File: src/rtl/disp_bcd_mux.sv
// rtl/disp_bcd_mux.sv - sequential binary-to-BCD conversion driving a 4-digit multiplexed 7-segment display
// Build option: define DISP_BCD_MUX_LZ_BLANK_EN to blank leading zero digits.
module disp_bcd_mux #(
  parameter int CLK_PERIOD_NS   = 10,
  parameter int DIGIT_PERIOD_US = 1000
) (
  input  logic        i_clk,
  input  logic        i_rst,
  input  logic [13:0] i_val,
  input  logic        i_greeting,
  output logic [3:0]  o_an,
  output logic [7:0]  o_sseg,
  output logic        o_busy,
  output logic        o_ovf
);

  localparam int            R_RAW  = DIGIT_PERIOD_US * 1000 / CLK_PERIOD_NS;
  localparam int            R      = (R_RAW < 1) ? 1 : R_RAW;
  localparam int            RW     = (R > 1) ? $clog2(R) : 1;
  localparam logic [RW-1:0] R_LAST = RW'(R - 1);

  localparam logic [6:0] SEG_H     = 7'b0001001;
  localparam logic [6:0] SEG_I     = 7'b1111001;
  localparam logic [6:0] SEG_BLANK = 7'b1111111;

  typedef enum logic [1:0] {e_idle, e_shift, e_done} state_t;

  state_t        r_state;
  logic [13:0]   r_src;
  logic [13:0]   r_sh;
  logic [15:0]   r_bcd;
  logic [15:0]   r_dig;
  logic [3:0]    r_cnt;
  logic          r_ovf;
  logic          r_busy;
  logic [RW-1:0] r_rcnt;
  logic [1:0]    r_sel;
  logic [3:0]    r_an;
  logic [7:0]    r_sseg;

  logic [15:0]   w_adj;
  logic [3:0]    w_nib;
  logic          w_blank;
  logic [6:0]    w_seg;

  always_comb begin
    w_adj = r_bcd;
    for (int i = 0; i < 4; i++) begin
      if (r_bcd[i*4 +: 4] >= 4'd5) w_adj[i*4 +: 4] = r_bcd[i*4 +: 4] + 4'd3;
    end
  end

  // One extra e_shift cycle after the 14th shift keeps capture-to-digits at 16 edges.
  always_ff @(posedge i_clk or posedge i_rst) begin
    if (i_rst) begin
      r_state <= e_idle;
      r_src   <= '0;
      r_sh    <= '0;
      r_bcd   <= '0;
      r_dig   <= '0;
      r_cnt   <= '0;
      r_ovf   <= 1'b0;
      r_busy  <= 1'b0;
    end else begin
      case (r_state)
        e_idle: begin
          r_busy <= 1'b0;
          if (i_val != r_src) begin
            r_src   <= i_val;
            r_sh    <= i_val;
            r_bcd   <= 16'h0;
            r_cnt   <= 4'd0;
            r_state <= e_shift;
          end
        end
        e_shift: begin
          r_busy <= 1'b1;
          if (r_cnt == 4'd14) begin
            r_state <= e_done;
          end else begin
            {r_bcd, r_sh} <= {w_adj[14:0], r_sh, 1'b0};
            r_cnt         <= r_cnt + 4'd1;
          end
        end
        e_done: begin
          r_busy  <= 1'b0;
          r_dig   <= (r_src > 14'd9999) ? 16'h9999 : r_bcd;
          r_ovf   <= (r_src > 14'd9999);
          r_state <= e_idle;
        end
        default: begin
          r_busy  <= 1'b0;
          r_state <= e_idle;
        end
      endcase
    end
  end

  always_comb begin
    w_nib = r_dig[{r_sel, 2'b00} +: 4];
`ifdef DISP_BCD_MUX_LZ_BLANK_EN
    case (r_sel)
      2'd3:    w_blank = (r_dig[15:12] == 4'd0);
      2'd2:    w_blank = (r_dig[15:8] == 8'd0);
      2'd1:    w_blank = (r_dig[15:4] == 12'd0);
      default: w_blank = 1'b0;
    endcase
`else
    w_blank = 1'b0;
`endif
    w_seg = SEG_BLANK;
    if (i_greeting) begin
      if (r_sel == 2'd0)      w_seg = SEG_I;
      else if (r_sel == 2'd1) w_seg = SEG_H;
      else                    w_seg = SEG_BLANK;
    end else if (!w_blank) begin
      case (w_nib)
        4'd0:    w_seg = 7'b1000000;
        4'd1:    w_seg = 7'b1111001;
        4'd2:    w_seg = 7'b0100100;
        4'd3:    w_seg = 7'b0110000;
        4'd4:    w_seg = 7'b0011001;
        4'd5:    w_seg = 7'b0010010;
        4'd6:    w_seg = 7'b0000010;
        4'd7:    w_seg = 7'b1111000;
        4'd8:    w_seg = 7'b0000000;
        4'd9:    w_seg = 7'b0010000;
        default: w_seg = SEG_BLANK;
      endcase
    end
  end

  always_ff @(posedge i_clk or posedge i_rst) begin
    if (i_rst) begin
      r_rcnt <= '0;
      r_sel  <= 2'd0;
      r_an   <= 4'b1111;
      r_sseg <= 8'hFF;
    end else begin
      if (r_rcnt == R_LAST) begin
        r_rcnt <= '0;
        r_sel  <= r_sel + 2'd1;
      end else begin
        r_rcnt <= r_rcnt + RW'(1);
      end
      r_an   <= ~(4'b0001 << r_sel);
      r_sseg <= {1'b1, w_seg};
    end
  end

  assign o_an   = r_an;
  assign o_sseg = r_sseg;
  assign o_busy = r_busy;
  assign o_ovf  = r_ovf;

endmodule

File: config.mk
export PLATFORM = sky130hd
export DESIGN_NAME = disp_bcd_mux
export DESIGN_NICKNAME = d
export VERILOG_FILES = /design/src/rtl/disp_bcd_mux.sv
export SDC_FILE = /design/constraint.sdc
export NUM_CORES = 1
export LEC_CHECK = 0
export ABC_AREA = 1
export BUFFER_PORTS_ARGS = -buffer_cell sky130_fd_sc_hd__buf_2
export CORE_MARGIN = 3
export CORE_UTILIZATION = 45
export DETAILED_ROUTE_END_ITERATION = 7
export GPL_ROUTABILITY_DRIVEN = 0
export HOLD_SLACK_MARGIN = 0.08
export SLEW_MARGIN = 15
export SYNTH_ARGS = -nofsm -noshare
export SYNTH_HDL_FRONTEND = slang
export SYNTH_SLANG_ARGS = --single-unit
File: constraint.sdc
create_clock -name i_clk -period 2.8 [get_ports i_clk]
set_input_delay 0.28 -clock i_clk [delete_from_list [all_inputs] [get_ports i_clk]]
set_output_delay 0.28 -clock i_clk [all_outputs]
set_load 0.01 [all_outputs]
==> results.md <==
* Most frequent CP cell: nand2_1
* Synth unique cells at 32
* CTS HTree Levels at 3
* CP max-delay cell: dfrtp_1
* Share of layout cells above drive strength 1 at 10.6%
* Critical Path End Type: flop
* PostCTS Resize Cnt at 0
* I/O pin count at 31
* Final wirelength at 11.1 mm
* Clock share of power at 20.3%
* Slew Limit Fails at 0
* Clk pin slew, worst setup/hold paths at 0.08 ns
* Routed via count at 4,382
* # DRC at 0
* RSZ-0062 raised after global routing: false
* Hold crit path type: input pin to flop
* Lkg Pwr at 3.04 nW
* Clock Latency Late Sink at 0.35 ns
* Port-buffer cells at 29
* Mean Syn Cell Area at 7.63 um2
* Syn Nets at 735
* Critical-path cell list: inv_2, nand2_1, nand3_1, nand2_1, inv_1, ha_1, o21ai_0, nand2_1, a21oi_1
* Routed Antenna Nets at 0
* # fillers at 1,096
* DP Worst Slack at 0.888 ns
* Arrival @ worst endpoint at 2.21 ns
* Initial DRC count at 294
* CP max FO at 15
* Yosys top cell area share at 40.9%
* CTS tree: yes
* Clock Skews at 0.00765 ns
* Area Overhead vs Synth at 11.2%
* Die Ht at 115 um
* Total negative slack at 0 ns
* Final number of setup-violating endpoints at 0
* Most common cell after layout, fill and taps aside: nand2_1
* Netlist area before placement at 5320 um2
* Switching pwr at 0.00249 W
* Detailed Place HPWL at 7.70 mm
* # hold bufs at CTS at 1
* Commonest cells after routing, fill and taps aside: nand2_1, nand3_1, dfrtp_1
* Nets at 761
* Final WS setup at 0.872 ns
* Non-filler cells, final at 871
* CORE AREA at 11,500 um2
* Startpoint Class: flop
* Highest achievable clock rate at 0.519 GHz
* Multi-input gate area in the final layout at 2420 um2
* Power Dens Cells at 1020 nW/um2
* Final Hold Fails at 0
* P_int at 0.00355 W
* Relative slew slack at 63.6%
* Max cap viols at 0
* Clk sink count at 98
* Period utilization at 68.8%
* Clock buffer depth at 2
* Inserted Diodes at 0
* Grt ovf at 0
* Sw Ratio at 41.2%
* Status: finished, final reports clean
* Vias in the first global route at 4,138
* Initial Utilization at 46.4%
* Peak supply drop at 0.434 mV
* Inst Count DP at 854
* Global-route wire length before repair at 19.6 mm
* Largest net degree at the start of global routing at 74
* Critical path required time at 3.08 ns
* Logic gate share of total power at 41.2%
* Die Wd at 115 um
* Sequential power share at 38.5%
* Routed vias/inst at 5.03
* WL per Instance at 12.7 um
* Leading area contributor after synthesis: dfrtp_1
* Die area at 13,200 um2
* TritonCTS buffer count at 9
* Max incr delay on CP at 0.65 ns
* Clk root buf: clkbuf_16
* Gr usage total at 18.3%
* Post-CTS Setup Inserts at 0
* Final Critical Period at 1.93 ns
* FF+latch area at 2470 um2
* Tightest Pin Transition at 0.544 ns
* Synthesized flop and latch total at 98
* Seq/Total Area, Yosys at 46.3%
* Number of placement rows at 39
* Initial antenna violation count at 0
* Mapped Cells at 697
* Yosys warns at 0
* Critical path buffers and inverters at 2
* Family with the most delay on the worst path: flip-flops
* Largest cells by area after synthesis: dfrtp_1, nand2_1, nand3_1
* Crit path kind: flop to flop
* First-pass DRT Iterations at 4
## layer usage
metal	track usage (%)	share of wire [%]	up-vias
li1	-	-	2281
met1	25.9	50	2022
met2	28.2	45	65
met3	3.16	2.9	14
met4	7.12	1.7	0
met5	0	0	-
## cell families after synthesis
kind of cell	Yosys count	synth area share, %
buf+inv	106	8.18
other cells	1	0.0705
compound gates	72	7.36
xor+xnor	12	1.98
flops	98	46.3
simple gates	386	30.7
fa+ha+maj	21	4.94
mux	1	0.423
## cell type report
class | instances | area share [%]
clock inverter | 7 | 1.18
timing repair buffer | 38 | 4.06
multi-input combinational | 493 | 40.9
sequential | 98 | 41.7
tap | 143 | 3.02
inverter | 83 | 5.33
clock buffer | 9 | 3.81
## cells in the mapped netlist
master / n
nand3_1: 99
nor4_1: 2
ha_1: 21
nor2_2: 3
nor3_1: 4
buf_2: 9
nor2_1: 48
a21oi_1: 12
dfstp_2: 11
conb_1: 1
nand2_2: 4
o21ai_0: 39
a211oi_1: 6
xor2_1: 9
clkinv_1: 1
o21ai_1: 9
o21bai_1: 2
o31ai_1: 1
or2_2: 1
inv_1: 81
buf_1: 3
a21oi_2: 1
dfrtp_1: 87
nor4_2: 1
xnor2_1: 3
buf_4: 7
clkbuf_1: 4
o211ai_1: 2
inv_2: 1
nand4_1: 9
nand2_1: 215
mux2i_4: 1
## sequential cells by signal, summed over array words and instances (netlist names)
| name | flops |
|---|---|
| r_sel | 2 |
| r_sh | 14 |
| o_sseg | 7 |
| r_src | 14 |
| o_busy | 1 |
| o_ovf | 1 |
| r_dig | 16 |
| r_state | 2 |
| r_cnt | 4 |
| o_an | 4 |
| r_bcd | 16 |
| r_rcnt | 17 |
## worst paths after layout
kind	from	endpoint	slack (ns)	depth (start not counted)
min in group asynchronous	i_rst	r_src[11]$_DFFE_PP0P_	0.54	3
max	r_sel[0]$_DFFE_PP0N_	o_sseg[4]$_DFF_PP1_	0.87	9
min reg2reg	r_rcnt[0]$_DFF_PP0_	r_rcnt[0]$_DFF_PP0_	0.46	1
max in group asynchronous	i_rst	r_rcnt[1]$_DFF_PP0_	1.52	4
max reg2reg	r_sel[0]$_DFFE_PP0N_	o_sseg[4]$_DFF_PP1_	0.87	9
min	i_val[2]	r_src[2]$_DFFE_PP0P_	0.22	3
## worst min-delay path, stage by stage
cell	delay, ns
buf_2	0.12
nand3_1	0.08
nand2_1	0.05
## through the flow
| step | power [W] | hold slack (ns) | instance area, um2 | utilization (%) |
|---|---|---|---|---|
| floorplan | 0.00429 | 0.393 | 5330 | - |
| global placement | 0.00478 | 0.356 | 5610 | 48.9 |
| detailed placement | 0.00485 | 0.363 | 5610 | 48.9 |
| CTS | 0.00611 | 0.203 | 5920 | 51.6 |
| global route | 0.00665 | 0.224 | 5920 | 51.6 |
| finish | 0.00604 | 0.217 | 5920 | 51.6 |
## power by group through the flow
stage | Sequential, W | Combinational, W | Clock (W)
after floorplan | 0.00228 | 0.00201 | 0
after global placement | 0.00234 | 0.00244 | 0
after detailed placement | 0.00235 | 0.00251 | 0
after CTS | 0.00232 | 0.00252 | 0.00126
after global routing | 0.00240 | 0.00293 | 0.00132
final | 0.00233 | 0.00249 | 0.00123
(Power assumes the default switching activity.)
